### config.mk
export PLATFORM = sky130hd
export DESIGN_NAME = perceptron_train_ctrl
export DESIGN_NICKNAME = d
export VERILOG_FILES = /design/src/rtl/perceptron_train_ctrl_pkg.sv /design/src/rtl/perceptron_train_ctrl.sv
export SDC_FILE = /design/constraint.sdc
export NUM_CORES = 1
export LEC_CHECK = 0
export ABC_AREA = 1
export CORE_ASPECT_RATIO = 1.25
export CORE_UTILIZATION = 50
export DETAILED_ROUTE_END_ITERATION = 8
export PLACE_DENSITY_LB_ADDON = 0.15
export SLEW_MARGIN = 10
export SYNTH_ARGS = -nofsm -noshare
export SYNTH_HDL_FRONTEND = slang
export SYNTH_SLANG_ARGS = --single-unit
### constraint.sdc
create_clock -name clk -period 2.4 [get_ports clk]
set_input_delay 0.24 -clock clk [delete_from_list [all_inputs] [get_ports clk]]
set_output_delay 0.24 -clock clk [all_outputs]
set_load 0.05 [all_outputs]
### src/rtl/perceptron_train_ctrl_pkg.sv
`default_nettype none
// ============================================================================
// Module   : perceptron_train_ctrl_pkg
// Purpose  : Shared types and constants for the perceptron training sequencer:
//            FSM state encoding, delta width/encoding, activation encoding and
//            the delta computation helper.
// Ports    : (package, none)
// Revision : 1.0 - initial release
// ============================================================================
package perceptron_train_ctrl_pkg;

    typedef enum logic [2:0] {
        ST_IDLE = 3'd0,
        ST_CLR  = 3'd1,
        ST_ACC  = 3'd2,
        ST_WAIT = 3'd3,
        ST_ACT  = 3'd4,
        ST_UPD  = 3'd5,
        ST_NEXT = 3'd6,
        ST_DONE = 3'd7
    } state_t;

    localparam int DELTA_W = 2;

    // Step activation: 1 only for a strictly positive accumulator.
    localparam logic ACT_POS  = 1'b1;
    localparam logic ACT_ZERO = 1'b0;

    // Two's complement delta encodings.
    localparam logic [DELTA_W-1:0] DELTA_ZERO = 2'b00;
    localparam logic [DELTA_W-1:0] DELTA_POS  = 2'b01;
    localparam logic [DELTA_W-1:0] DELTA_NEG  = 2'b11;

    // delta = label - act, restricted to {-1,0,+1}.
    function automatic logic [DELTA_W-1:0] calc_delta(input logic lbl, input logic act);
        logic [DELTA_W-1:0] d;
        d = DELTA_ZERO;
        if (lbl && !act)
            d = DELTA_POS;
        else if (!lbl && act)
            d = DELTA_NEG;
        return d;
    endfunction

endpackage
`default_nettype wire

### src/rtl/perceptron_train_ctrl.sv
`default_nettype none
// ============================================================================
// Module   : perceptron_train_ctrl
// Purpose  : Training sequencer for a perceptron datapath. Drives a shared MAC
//            through N_FEAT features per sample and N_SAMP samples per epoch,
//            evaluates the step activation, and issues per-feature weight
//            update strobes. Repeats epochs until a zero-error epoch occurs or
//            MAX_EPOCH epochs have completed.
// Ports    : clk, rst_n (sync, active low), start (pulse)
//            mac_acc (signed accumulator), label (target for samp_idx)
//            mac_clr / mac_en / w_upd : mutually exclusive datapath strobes
//            samp_idx / feat_idx      : sample-store and weight addresses
//            delta                    : signed update, valid with w_upd
//            act_out, busy, done, converged, epoch : status
// Revision : 1.0 - initial release
// ============================================================================
module perceptron_train_ctrl
    import perceptron_train_ctrl_pkg::*;
#(
    parameter  int N_FEAT    = 2,
    parameter  int N_SAMP    = 3,
    parameter  int MAX_EPOCH = 16,
    parameter  int ACC_W     = 8,
    localparam int FEAT_W    = (N_FEAT > 1) ? $clog2(N_FEAT) : 1,
    localparam int SAMP_W    = (N_SAMP > 1) ? $clog2(N_SAMP) : 1,
    localparam int EPOCH_W   = $clog2(MAX_EPOCH + 1)
) (
    input  logic               clk,
    input  logic               rst_n,
    input  logic               start,
    input  logic [ACC_W-1:0]   mac_acc,
    input  logic               label,
    output logic               mac_clr,
    output logic               mac_en,
    output logic [SAMP_W-1:0]  samp_idx,
    output logic [FEAT_W-1:0]  feat_idx,
    output logic               w_upd,
    output logic [DELTA_W-1:0] delta,
    output logic               act_out,
    output logic               busy,
    output logic               done,
    output logic               converged,
    output logic [EPOCH_W-1:0] epoch
);

    // Error counter only needs to distinguish zero from non-zero, but it is
    // sized to hold a full epoch's worth of errors and saturates there.
    localparam int ERR_W = $clog2(N_SAMP + 1);

    localparam logic [FEAT_W-1:0]  c_feat_last = FEAT_W'(N_FEAT - 1);
    localparam logic [SAMP_W-1:0]  c_samp_last = SAMP_W'(N_SAMP - 1);
    localparam logic [EPOCH_W-1:0] c_epoch_max = EPOCH_W'(MAX_EPOCH);
    localparam logic [ERR_W-1:0]   c_err_max   = {ERR_W{1'b1}};

    state_t               r_state,  w_state_nxt;
    logic [FEAT_W-1:0]    r_feat,   w_feat_nxt;
    logic [SAMP_W-1:0]    r_samp,   w_samp_nxt;
    logic [EPOCH_W-1:0]   r_epoch,  w_epoch_nxt;
    logic [ERR_W-1:0]     r_err,    w_err_nxt;
    logic                 r_act,    w_act_nxt;
    logic [DELTA_W-1:0]   r_delta,  w_delta_nxt;
    logic                 r_conv,   w_conv_nxt;

    logic                 w_act_now;
    logic [DELTA_W-1:0]   w_delta_now;
    logic [EPOCH_W-1:0]   w_epoch_inc;

    // Strictly positive: sign bit clear and not zero (0 and -128 both give 0).
    assign w_act_now   = (!mac_acc[ACC_W-1] && (mac_acc != '0)) ? ACT_POS : ACT_ZERO;
    assign w_delta_now = calc_delta(label, w_act_now);
    assign w_epoch_inc = r_epoch + EPOCH_W'(1);

    // ------------------------------------------------------------------
    // State and counter register
    // ------------------------------------------------------------------
    always_ff @(posedge clk) begin
        if (!rst_n) begin
            r_state <= ST_IDLE;
            r_feat  <= '0;
            r_samp  <= '0;
            r_epoch <= '0;
            r_err   <= '0;
            r_act   <= 1'b0;
            r_delta <= DELTA_ZERO;
            r_conv  <= 1'b0;
        end else begin
            r_state <= w_state_nxt;
            r_feat  <= w_feat_nxt;
            r_samp  <= w_samp_nxt;
            r_epoch <= w_epoch_nxt;
            r_err   <= w_err_nxt;
            r_act   <= w_act_nxt;
            r_delta <= w_delta_nxt;
            r_conv  <= w_conv_nxt;
        end
    end

    // ------------------------------------------------------------------
    // Next-state logic
    // ------------------------------------------------------------------
    always_comb begin
        w_state_nxt = r_state;
        w_feat_nxt  = r_feat;
        w_samp_nxt  = r_samp;
        w_epoch_nxt = r_epoch;
        w_err_nxt   = r_err;
        w_act_nxt   = r_act;
        w_delta_nxt = r_delta;
        w_conv_nxt  = r_conv;

        case (r_state)
            ST_IDLE, ST_DONE: begin
                if (start) begin
                    w_state_nxt = ST_CLR;
                    w_samp_nxt  = '0;
                    w_epoch_nxt = '0;
                    w_err_nxt   = '0;
                    w_conv_nxt  = 1'b0;
                end
            end
            ST_CLR: begin
                w_state_nxt = ST_ACC;
                w_feat_nxt  = '0;
            end
            ST_ACC: begin
                if (r_feat == c_feat_last)
                    w_state_nxt = ST_WAIT;
                else
                    w_feat_nxt = r_feat + FEAT_W'(1);
            end
            ST_WAIT: begin
                w_state_nxt = ST_ACT;
            end
            ST_ACT: begin
                w_act_nxt   = w_act_now;
                w_delta_nxt = w_delta_now;
                if (w_delta_now != DELTA_ZERO) begin
                    w_state_nxt = ST_UPD;
                    w_feat_nxt  = '0;
                    if (r_err != c_err_max)
                        w_err_nxt = r_err + ERR_W'(1);
                end else begin
                    w_state_nxt = ST_NEXT;
                end
            end
            ST_UPD: begin
                if (r_feat == c_feat_last)
                    w_state_nxt = ST_NEXT;
                else
                    w_feat_nxt = r_feat + FEAT_W'(1);
            end
            ST_NEXT: begin
                if (r_samp != c_samp_last) begin
                    w_samp_nxt  = r_samp + SAMP_W'(1);
                    w_state_nxt = ST_CLR;
                end else begin
                    w_epoch_nxt = w_epoch_inc;
                    if (r_err == '0) begin
                        w_state_nxt = ST_DONE;
                        w_conv_nxt  = 1'b1;
                    end else if (w_epoch_inc == c_epoch_max) begin
                        w_state_nxt = ST_DONE;
                        w_conv_nxt  = 1'b0;
                    end else begin
                        w_samp_nxt  = '0;
                        w_err_nxt   = '0;
                        w_state_nxt = ST_CLR;
                    end
                end
            end
            default: begin
                w_state_nxt = ST_IDLE;
            end
        endcase
    end

    // ------------------------------------------------------------------
    // Outputs: decoded from the state register only, so strobes are
    // one-hot by construction and drop immediately on reset.
    // ------------------------------------------------------------------
    assign mac_clr   = (r_state == ST_CLR);
    assign mac_en    = (r_state == ST_ACC);
    assign w_upd     = (r_state == ST_UPD);
    assign delta     = (r_state == ST_UPD) ? r_delta : DELTA_ZERO;
    assign busy      = (r_state != ST_IDLE) && (r_state != ST_DONE);
    assign done      = (r_state == ST_DONE);
    assign converged = r_conv;
    assign act_out   = r_act;
    assign epoch     = r_epoch;
    assign samp_idx  = r_samp;
    assign feat_idx  = r_feat;

endmodule
`default_nettype wire
==> out/qor.csv <==
stage,metric,value,unit
grt,initial antenna violation count,0,
sta,"Hold Vio Cnt, Final",0,
worst_setup_path,slowest CP cell,clkdlybuf4s50_1,
logic_synthesis,Main synth FF type,dfxtp_1,
sta,fmax,457,MHz
worst_setup_path,FF-to-FF setup slack,0.84,ns
placement,HPWL after DPL,1.76,mm
cells_and_area,design area,1360,µm²
worst_setup_path,worst path bufs/invs,1,
worst_setup_path,Worst path max stage delay,0.82,ns
cts,# hold bufs at CTS,0,
run_status,status,finished clean,
logic_synthesis,Syn Nets,171,
drt,vias per cell,5.41,
cts,cts repair resizes,0,
power,Switching Fraction,49.9,%
worst_setup_path,Setup crit end kind,output pin,
worst_setup_path,worst-path maximum fanout,7,
drt,DR pass1 iterations,4,
logic_synthesis,simple-gate area share of the yosys netlist,37.5,%
power,switching power,0.653,mW
logic_synthesis,most common cell in the netlist,nand2_1,
logic_synthesis,Mapped Area,1040,µm²
logic_synthesis,synth top area cells,"dfxtp_1 33%, nand2_1 14%, inv_1 8.3%",
placement,RD Place Congestion,0.837,
drt,"antenna viol nets, final",0,
logic_synthesis,Async SR Flop Fraction,0,%
power,Clk pwr share,11.7,%
cts,post-CTS setup buffers,0,
die,site row count,18,
logic_synthesis,Synth cell types,25,
logic_synthesis,post-synthesis compound-gate area fraction,14.0,%
power,P_leak,0.590,nW
drt,DRC errors left,0,
logic_synthesis,multiplexer share of the synthesized area,0,%
drt,DRT iter0 DRCs,36,
logic_synthesis,warnings from Yosys,0,
logic_synthesis,Post-synth EDFFs,0,
cts,clock transition at the registers of the reported paths,0.10,ns
die,Die Wd,42.7,µm
logic_synthesis,adder-cell area share of the yosys netlist,4.83,%
sta,Worst Hold Slack,0.463,ns
sta,minimum clock period after layout,2.19,ns
cells_and_area,final core occ,69.3,%
cts,CTS root buf,clkbuf_4,
sta,Worst-Margin Slew,0.503,ns
worst_setup_path,WP data arrival,1.95,ns
cells_and_area,number of diodes,0,
cts,clk buf depth,2,
sta,Max-slew headroom,66.4,%
power,peak supply drop,0.764,mV
die,die height,52.9,µm
logic_synthesis,post-synth top area cell,dfxtp_1,
worst_setup_path,Critical Path RT,2.16,ns
sta,Final period util,91.2,%
cts,CTS tree,yes,
logic_synthesis,top cell type's share of synthesized area,32.8,%
placement,Area after DPL,1330,µm²
cts,H-tree depth,1,
die,initial core utilization,52.9,%
run,max_cap viols,0,
die,I/O pins,29,
worst_hold_path,worst hold path type,reg -> reg,
cts,total CTS buffers,3,
logic_synthesis,Syn Inst Count,155,
drt,wire per inst,10.7,µm
grt,grt ovf,0,
logic_synthesis,Synth Area in XOR/XNOR,0,%
power,PwrDens,963,nW/µm²
worst_setup_path,CP top delay family,buffers and inverters,
cells_and_area,layout cell share with drive strength beyond 1,9.14,%
logic_synthesis,sequential fraction of the synthesis area,32.8,%
grt,first-pass GRT wire length,3.88,mm
cells_and_area,Final nets,203,
logic_synthesis,Synth Register Bits,17,
placement,# port buffers,28,
cts,clock latency at the later pin of the worst-skew pair,0.29,ns
worst_setup_path,crit-path cells,"nand3_1, nor2_1, clkdlybuf4s50_1",
power,Flop pwr share,29.6,%
drt,DR vias,1115,
sta,setup violators final,0,
logic_synthesis,largest family of logic cells by synthesized area,simple AND/OR/NAND/NOR gates,
logic_synthesis,most frequent cells after synthesis,"40 x nand2_1, 23 x inv_1, 17 x dfxtp_1, 17 x nor2_1, 12 x a21oi_1",
sta,clock skew,0.000903,ns
grt,Overall Global Routing Usage,22.1,%
worst_setup_path,Startpoint Class,flip-flop,
cts,clock tree sinks,17,
grt,largest net degree at the start of global routing,11,
sta,RSZ-0062 raised after global routing,false,
die,die area,2260,µm²
worst_setup_path,critical path class,reg -> out,
power,combinational power share,58.8,%
sta,Post-Route Setup TNS,0,ns
die,core area,1960,µm²
grt,number of global-route vias before repair,996,
drt,Routed WL,2.21,mm
cells_and_area,Area Overhead vs Synth,31.0,%
power,internal power,0.655,mW
sta,Slew Limit Fails,0,
logic_synthesis,syn avg cell area,6.69,µm²
stage by stage:
stage | power [mW] | std cells | setup WS (ns)
final | 1.31 | 206 | 0.211
after global routing | 1.42 | 206 | 0.101
after CTS | 1.31 | 206 | 0.199
after detailed placement | 1.16 | 202 | 0.415
after global placement | 1.15 | 202 | 0.436
after floorplan | 0.977 | 155 | 0.666
sequential cells by signal, indices dropped and copies added (netlist names):
name and flops:
epoch 5, feat_idx 1, samp_idx 2, act_out 1, r_delta 2, converged 1, r_state 3, r_err 2
worst register-to-register path, cell delays in order (launching register included):
cell and delay, ns:
dfxtp_1 0.48, nand2_2 0.14, nor2_1 0.36, nand2_1 0.09, nand4_1 0.14, nor2_2 0.07
a21oi_1 0.13, nor2_1 0.06
placed cells by master, fill, tap and decap left out:
master	n
a31oi_1	2
a211oi_1	1
nand3b_4	1
o21ai_4	1
nand2_2	3
inv_1	23
o21ai_0	5
nor4_1	2
nand4_1	3
dfxtp_1	17
clkinv_2	1
clkinv_1	1
nor3_1	1
o211ai_1	1
inv_2	3
ha_1	4
nand2_4	2
nand2_1	40
a22oi_1	1
nand3_1	11
nor3_4	1
clkbuf_4	3
a21oi_1	12
nor2_1	17
a21oi_2	1
nor2_2	1
clkdlybuf4s50_1	28
power by group through the flow:
stage / clock network, mW / logic (mW) / registers (mW)
floorplan: 0 / 0.570 / 0.407
global placement: 0 / 0.758 / 0.391
detailed placement: 0 / 0.765 / 0.392
CTS: 0.158 / 0.769 / 0.386
global route: 0.170 / 0.855 / 0.392
finish: 0.153 / 0.769 / 0.387
path summary, 6_finish.rpt:
kind	start	end	depth (start not counted)
worst max register to register	r_state[2]$_SDFFE_PN0P_	r_err[1]$_SDFFE_PN0P_	7
worst min register to register	r_delta[1]$_SDFFE_PN0P_	r_delta[1]$_SDFFE_PN0P_	2
worst max-delay path	r_state[0]$_SDFFE_PN0P_	delta[0]	3
worst min-delay path	r_delta[1]$_SDFFE_PN0P_	r_delta[1]$_SDFFE_PN0P_	2
kinds of logic after synthesis:
group / count (synthesis)
buffers and inverters: 28
AND/OR/NAND/NOR: 82
AO/OA/AOI/OAI: 24
flip-flops: 17
adder cells (fa/ha/maj): 4
layout make-up:
| cell class | count | area, µm² |
|---|---|---|
| sequential | 17 | 340 |
| tap | 20 | 25.0 |
| fill | 163 | 601 |
| clock buffer | 3 | 22.5 |
| timing repair buffer | 28 | 280 |
| multi-input combinational | 110 | 584 |
| clock inverter | 1 | 5.00 |
| inverter | 27 | 101 |
routing by layer:
metal  vias up  wire length (µm)  GRT usage, %
li1        558                 -             -
met1       505               960          26.2
met2        46              1120          40.4
met3         6               106          2.05
met4         0                30          8.85
met5         -                 0             0
(Power assumes the default switching activity.)
